--- src/rtl/serial_neuron.sv ---
// Serial multiply-accumulate neuron: accepts N (data, weight) pairs one per
// beat, adds a bias sampled on the first beat, rounds and saturates the sum
// back to Q(QM.QN), then holds the result until downstream accepts it.
module serial_neuron #(
  parameter int N  = 4,
  parameter int QM = 3,
  parameter int QN = 5,
  parameter int WM = 6,
  parameter int WN = 10
) (
  input  logic                        clk,
  input  logic                        nrst,
  input  logic                        in_valid,
  output logic                        in_ready,
  input  logic signed [QM+QN-1:0]     in_data,
  input  logic signed [WM+WN-1:0]     in_weight,
  input  logic signed [QM+QN-1:0]     bias,
  output logic                        out_valid,
  input  logic                        out_ready,
  output logic signed [QM+QN-1:0]     out_data
);

  localparam int DW = QM + QN;               // data / bias / result width
  localparam int WW = WM + WN;               // weight width
  localparam int PW = DW + WW;               // full product width
  localparam int AW = PW + $clog2(N) + 1;    // accumulator width, overflow-free
  localparam int FW = AW + 2;                // headroom for bias add and rounding
  localparam int CW = $clog2(N + 1);         // beat counter width

  localparam logic [CW-1:0] LAST_CNT = CW'(N - 1);
  localparam logic [CW-1:0] CNT_ONE  = CW'(1);
  localparam logic [FW-1:0] HALF     = {{(FW-1){1'b0}}, 1'b1} << (WN - 1);

  typedef enum logic [1:0] {
    S_IDLE = 2'd0,
    S_ACC  = 2'd1,
    S_OUT  = 2'd2
  } state_t;

  state_t                  state_r;
  logic signed [AW-1:0]    acc_r;
  logic        [CW-1:0]    count_r;
  logic signed [DW-1:0]    bias_r;
  logic signed [DW-1:0]    out_data_r;
  logic                    out_valid_r;

  logic                    beat_s;
  logic signed [PW-1:0]    data_ext_s;
  logic signed [PW-1:0]    weight_ext_s;
  logic signed [PW-1:0]    prod_s;
  logic signed [AW-1:0]    acc_base_s;
  logic signed [AW-1:0]    acc_sum_s;
  logic signed [DW-1:0]    bias_sel_s;
  logic signed [FW-1:0]    bias_sh_s;
  logic signed [FW-1:0]    final_s;
  logic signed [FW-1:0]    round_s;
  logic signed [FW-1:0]    scaled_s;
  logic signed [DW-1:0]    sat_s;

  // Clamp a wide scaled value into the signed DW-bit result range.
  function automatic logic signed [DW-1:0] sat_fn(input logic signed [FW-1:0] v);
    logic [FW-DW:0] top;
    top = v[FW-1:DW-1];
    if ((top == {(FW-DW+1){1'b0}}) || (top == {(FW-DW+1){1'b1}})) begin
      sat_fn = v[DW-1:0];
    end else if (v[FW-1]) begin
      sat_fn = {1'b1, {(DW-1){1'b0}}};
    end else begin
      sat_fn = {1'b0, {(DW-1){1'b1}}};
    end
  endfunction

  // Pairs are accepted whenever out of reset and not holding a result.
  assign in_ready  = nrst & (state_r != S_OUT);
  assign beat_s    = in_valid & in_ready;
  assign out_valid = out_valid_r;
  assign out_data  = out_data_r;

  // Datapath: product, running sum, bias alignment, rounding and saturation.
  always_comb begin
    data_ext_s   = $signed({{(PW-DW){in_data[DW-1]}}, in_data});
    weight_ext_s = $signed({{(PW-WW){in_weight[WW-1]}}, in_weight});
    prod_s       = data_ext_s * weight_ext_s;
    // First beat of a vector starts from zero and uses the live bias input.
    if (state_r == S_IDLE) begin
      acc_base_s = {AW{1'b0}};
      bias_sel_s = bias;
    end else begin
      acc_base_s = acc_r;
      bias_sel_s = bias_r;
    end
    acc_sum_s = acc_base_s + $signed({{(AW-PW){prod_s[PW-1]}}, prod_s});
    bias_sh_s = $signed({{(FW-DW){bias_sel_s[DW-1]}}, bias_sel_s}) <<< WN;
    final_s   = $signed({{(FW-AW){acc_sum_s[AW-1]}}, acc_sum_s}) + bias_sh_s;
    round_s   = final_s + $signed(HALF);
    scaled_s  = round_s >>> WN;
    sat_s     = sat_fn(scaled_s);
  end

  // Control FSM with registered result and valid flag.
  always_ff @(posedge clk or negedge nrst) begin
    if (!nrst) begin
      state_r     <= S_IDLE;
      acc_r       <= {AW{1'b0}};
      count_r     <= {CW{1'b0}};
      bias_r      <= {DW{1'b0}};
      out_data_r  <= {DW{1'b0}};
      out_valid_r <= 1'b0;
    end else begin
      case (state_r)
        S_IDLE: begin
          if (beat_s) begin
            acc_r   <= acc_sum_s;
            bias_r  <= bias;
            count_r <= CNT_ONE;
            if (N == 1) begin
              state_r     <= S_OUT;
              out_data_r  <= sat_s;
              out_valid_r <= 1'b1;
            end else begin
              state_r <= S_ACC;
            end
          end
        end
        S_ACC: begin
          if (beat_s) begin
            acc_r   <= acc_sum_s;
            count_r <= count_r + CNT_ONE;
            if (count_r == LAST_CNT) begin
              state_r     <= S_OUT;
              out_data_r  <= sat_s;
              out_valid_r <= 1'b1;
            end
          end
        end
        S_OUT: begin
          if (out_ready) begin
            state_r     <= S_IDLE;
            out_valid_r <= 1'b0;
          end
        end
        default: begin
          state_r     <= S_IDLE;
          out_valid_r <= 1'b0;
        end
      endcase
    end
  end

endmodule

--- config.mk ---
export PLATFORM = sky130hd
export DESIGN_NAME = serial_neuron
export DESIGN_NICKNAME = d
export VERILOG_FILES = /design/src/rtl/serial_neuron.sv
export SDC_FILE = /design/constraint.sdc
export NUM_CORES = 1
export LEC_CHECK = 0
export ABC_AREA = 0
export CAP_MARGIN = 20
export CORE_ASPECT_RATIO = 0.6
export CORE_MARGIN = 8
export CORE_UTILIZATION = 60
export DETAILED_ROUTE_END_ITERATION = 7
export PLACE_DENSITY = 0.8
export SLEW_MARGIN = 20
export SYNTH_ARGS = -nofsm -noshare
export SYNTH_HDL_FRONTEND = slang
export SYNTH_SLANG_ARGS = --single-unit
--- constraint.sdc ---
create_clock -name clk -period 23.3 [get_ports clk]
set_input_delay 4.66 -clock clk [delete_from_list [all_inputs] [get_ports clk]]
set_output_delay 4.66 -clock clk [all_outputs]
set_load 0.02 [all_outputs]
==> flow_metrics.tcl, run 1 <==
set metrics [dict create \
    root_buffer "clkbuf_16" \
    finalClockSkew_ns 0.00908 \
    fill_cells 1135 \
    critPathMaxFanout 16 \
    via_per_inst 5.62 \
    synthesis.nets 1151 \
    synth_compound_gate_area_share_pct 9.68 \
    ctsLongestPathBuffers 2 \
    avgRoutedWirePerCell_um 16.2 \
    setup_viol 0 \
    gp_congestion 0.884 \
    crit_arrival_ns 13.44 \
    rsz0062_at_grt "no" \
    antenna_found_initial 0 \
    dp.final_hpwl_mm 15.2 \
    maxSlewHeadroom_pct 44.6 \
    insertion_delay_ns 0.30 \
    io_buffers 45 \
    netlist_area_um2 8590 \
    placed_cells 1116 \
    layout-drive-gt1-share_pct 6.05 \
    syn_avg_cell_area_um2 9.60 \
    worstPathRequired_ns 23.49 \
    final_common_cell "fa_1" \
    clk_pin_slew_ns 0.08 \
    dieArea_um2 18500 \
    cts_sinks 49 \
    syn_to_final_growth_pct 8.73 \
    ios 46 \
    slowest_delay_ns 0.87 \
    reg2reg_from "state_r[0]" \
    startpoint "in_data[1]" \
    track_usage_pct 21.1 \
    synth_edf_count 0 \
    cts_tree "done" \
    coreArea_um2 14300 \
    numCtsBuffers 5 \
    synth_cell_types 63 \
    critPathSlowestCell "clkdlybuf4s50_1" \
    initial_core_util_pct 60.3 \
    synth-warning-count 0 \
    dr.pass1.iters 6 \
    vias 6321 \
    routed_wl_mm 18.2 \
    period_needed_ns 13.25 \
    synth_fa_ha_area_share_pct 44.3 \
    worstSetupEndpointType "register" \
    startpoint_type "primary input" \
    ant_nets 0 \
    cts_hold_buf 0 \
    num_antenna_cells 0 \
    detail_route.iter0.violations 434 \
    finalHoldViolCount 0 \
    worstMarginPinSlew_ns 0.831 \
    max_clock_freq_mhz 75.5 \
    grt_max_degree 52 \
    synth_top_flop_cell "dfrtp_1" \
    maxCapViolCount 0 \
    synth_seq_cells 49 \
    min_path_type "reg2reg" \
    async_flop_share_pct 100 \
    synth_top_area_cell "fa_1" \
    layout_common_cells "141 x fa_1, 137 x nand2_1, 94 x inv_1" \
    die_h_um 109 \
    fin_crit_sh_pct 56.9 \
    rows 34 \
    grt_pass1_vias 6671 \
    postCtsResizedCells 0 \
    die_w_um 171 \
    synth_xor_area_share_pct 4.83 \
    finalNetCount 1181 \
    ys_seq_area_share_pct 14.3 \
    muxShareOfSynthArea_pct 2.62 \
    drc 0 \
    htreeDepth 2 \
    finalHoldWorstSlack_ns 0.475 \
    utilization_pct 65.6 \
    grt_overflow 0 \
    synth-simple-area-share_pct 18.8 \
    slew_viol_final 0 \
    critPathKind "in2reg" \
    tns_ns 0 \
    synth_area_leaders "fa_1 33%, dfrtp_1 14%, ha_1 12%" \
    syn_inst 895 \
    status "finished clean" \
    synth_top_family_by_area "adder cells" \
    yosysTopAreaCellShare_pct 32.8 \
    grt_pass1_wl_mm 32.2 \
    postCtsSetupBuffers 0 \
    fin_cells 1124 \
    worstHoldStart "acc_r[17]" \
]
cells in the mapped netlist, drive strengths merged, types with 4 or more instances:
| library cell | instances |
|---|---|
| fa | 141 |
| nand2 | 137 |
| inv | 94 |
| and2 | 91 |
| ha | 79 |
| dfrtp | 49 |
| nor2 | 47 |
| xnor2 | 33 |
| o21ai | 29 |
| a21oi | 27 |
| clkbuf | 21 |
| mux2 | 20 |
| nand3 | 13 |
| a21o | 10 |
| xor2 | 9 |
| nand2b | 7 |
| o21a | 7 |
| a31oi | 6 |
| nor2b | 6 |
| nor3 | 6 |
| o31ai | 6 |
| or2 | 6 |
| a211oi | 5 |
| a21boi | 4 |
| buf | 4 |
| o21bai | 4 |
stage by stage:
| step | worst slack, ns | cell area [um^2] |
|---|---|---|
| 3_5_place_dp | 9.82 | 9190 |
| 5_1_grt | 9.50 | 9350 |
| 3_3_place_gp | 10.13 | 9190 |
| 6_report | 10.05 | 9350 |
| 4_1_cts | 10.11 | 9350 |
| 2_1_floorplan | 11.21 | 8590 |
flip-flops by register name, summed over array words and instances, names as in the netlist:
signal and flops:
count_r 3, acc_r 27, state_r 2, out_valid 1, out_data 8, bias_r 8
area by class of cell:
cell class	count	area [um^2]	share of cell area [%]
clock inverters	3	26.3	0.281
multi-input cells	727	6900	73.8
inverters	94	353	3.78
flip-flops and latches	49	1230	13.1
repair buffers	48	468	5.01
clock buffers	5	125	1.34
well taps	198	248	2.65
layer usage:
metal  GRT usage [%]  share of wire, %  up-vias
li1                -                 -     2945
met2            33.6                46      171
met3            3.15               5.6       11
met5               0                 0        -
met4            3.93              0.84        0
met1            30.7                48     3194
worst paths after layout:
kind	slack, ns	to	depth (start not counted)
min in group asynchronous	4.48	acc_r[15]	2
hold reg to reg	0.48	acc_r[17]	2
max in group asynchronous	18.37	acc_r[4]	2
setup reg to reg	14.43	out_data[5]	31
setup / recovery	10.05	out_data[5]	31
hold / removal	0.48	acc_r[17]	2
critical path: cells and delay by family:
| family | cells | cell delay (ns) |
|---|---|---|
| adder cells (fa/ha/maj) | 8 | 3.19 |
| AO/OA/AOI/OAI | 10 | 2.55 |
| AND/OR/NAND/NOR | 7 | 1.62 |
| buffers and inverters | 4 | 1.02 |
| XOR/XNOR | 2 | 0.41 |
kinds of logic after synthesis:
logic type      Yosys count
xor+xnor                 44
buf+inv                 119
fa+ha+maj               220
compound gates          117
flops                    49
simple gates            326
mux                      20
Power of run 1 is not shown: default switching activity piles up to over one toggle a cycle in this logic, so the estimate is an artifact.
==> inputs of run 2 (changes only) <==
==> constraint.sdc (replaced) <==
create_clock -name clk -period 13.7 [get_ports clk]
set_input_delay 2.74 -clock clk [delete_from_list [all_inputs] [get_ports clk]]
set_output_delay 2.74 -clock clk [all_outputs]
set_load 0.02 [all_outputs]
==> flow_metrics.tcl, run 2 (synthesis results as in run 1) <==
set metrics [dict create \
    crit_arrival_ns 11.52 \
    worstSetupEndpointType "register" \
    finalClockSkew_ns 0.0120 \
    cts_tree "done" \
    multi_input_area_um2 6900 \
    critPathSlowestCell "clkdlybuf4s50_1" \
    die_w_um 171 \
    ctsLongestPathBuffers 2 \
    largest_register_ffs 27 \
    cts_hold_buf 0 \
    reg2reg_depth 31 \
    ant_nets 0 \
    routed_wl_mm 18.2 \
    final_common_cell "fa_1" \
    worstPathRequired_ns 13.89 \
    grt_overflow 0 \
    grt_pass1_vias 6627 \
    min_path_type "reg2reg" \
    detail_route.iter0.violations 374 \
    max_clock_freq_mhz 88.3 \
    htreeDepth 2 \
    rows 34 \
    status "finished clean" \
    via_per_inst 5.53 \
    finalNetCount 1181 \
    insertion_delay_ns 0.31 \
    worstMarginPinSlew_ns 0.797 \
    period_needed_ns 11.33 \
    track_usage_pct 21.1 \
    postCtsResizedCells 0 \
    io_buffers 45 \
    dp.final_hpwl_mm 15.2 \
    vias 6220 \
    dr.pass1.iters 5 \
    tns_ns 0 \
    layout_common_cells "141 x fa_1, 137 x nand2_1, 94 x inv_1" \
    avgRoutedWirePerCell_um 16.2 \
    finalHoldViolCount 0 \
    reg2reg_from "state_r[0]" \
    slowest_delay_ns 0.86 \
    startpoint_type "primary input" \
    startpoint "in_data[1]" \
    critPathKind "in2reg" \
    setup_viol 0 \
    grt_max_degree 52 \
    cts_sinks 49 \
    postCtsSetupBuffers 0 \
    initial_core_util_pct 60.3 \
    root_buffer "clkbuf_16" \
    largest-register "acc_r" \
    post-place-ws_ns 2.19 \
    cp-endpoint "out_data[5]" \
    drc 0 \
    layout-drive-gt1-share_pct 6.05 \
    maxCapViolCount 0 \
    ios 46 \
    numCtsBuffers 5 \
    gp_congestion 0.885 \
    r2r_end "out_data[5]" \
    coreArea_um2 14300 \
    fin_ws_ns 2.37 \
    seqCellArea_um2 1230 \
    slew_viol_final 0 \
    fill_cells 1165 \
    maxSlewHeadroom_pct 46.9 \
    grt_pass1_wl_mm 32.1 \
    critPathMaxFanout 16 \
    antenna_found_initial 0 \
    num_antenna_cells 0 \
    die_h_um 109 \
    fin_crit_sh_pct 82.7 \
    ff2ff_setup_slack_ns 4.74 \
    syn_to_final_growth_pct 8.76 \
    rsz0062_at_grt "no" \
    dieArea_um2 18500 \
    clk_pin_slew_ns 0.08 \
]
[run 2: cell counts in the layout (fill, tap and decap cells not counted)]
No cell type changed its count.
[run 2: how the worst min path moves through the flow]
stage	from	to	slack [ns]	cells after the start
2_1_floorplan	acc_r[0]	acc_r[0]	0.44	2
3_3_place_gp	acc_r[0]	acc_r[0]	0.45	2
3_5_place_dp	acc_r[20]	acc_r[20]	0.45	2
4_1_cts	acc_r[4]	acc_r[4]	0.48	2
5_1_grt	acc_r[20]	acc_r[20]	0.50	2
6_report	acc_r[19]	acc_r[19]	0.48	2
[run 2: stage by stage]
step | util [%] | instances | area, um^2 | hold slack (ns)
floorplan | - | 895 | 8590 | 0.437
global placement | 64.5 | 1116 | 9190 | 0.452
detailed placement | 64.5 | 1116 | 9190 | 0.455
CTS | 65.6 | 1124 | 9350 | 0.480
global route | 65.6 | 1124 | 9350 | 0.502
finish | 65.6 | 1124 | 9350 | 0.479
[run 2: layer usage]
layer	share of wire [%]	vias to the layer above	global-route usage, %
met2	46	144	33.5
met5	0	-	0
met4	0.82	0	3.80
li1	-	2955	-
met1	48	3109	30.6
met3	5.2	12	3.22
[run 2: final cells by class]
cell class / count / area share, %
Multi-Input combinational cell: 727 / 73.8
Sequential cell: 49 / 13.1
Timing Repair Buffer: 48 / 5.01
Inverter: 94 / 3.77
Tap cell: 198 / 2.65
Clock buffer: 5 / 1.34
Clock inverter: 3 / 0.308
[run 2: worst max-delay path, delay by kind of cell]
| family | cells | cell delay (ns) |
|---|---|---|
| adder cells (fa/ha/maj) | 8 | 3.21 |
| AO/OA/AOI/OAI | 10 | 2.57 |
| AND/OR/NAND/NOR | 7 | 1.63 |
| buffers and inverters | 4 | 1.00 |
| XOR/XNOR | 2 | 0.36 |
Power of run 2 is left out for the same reason.
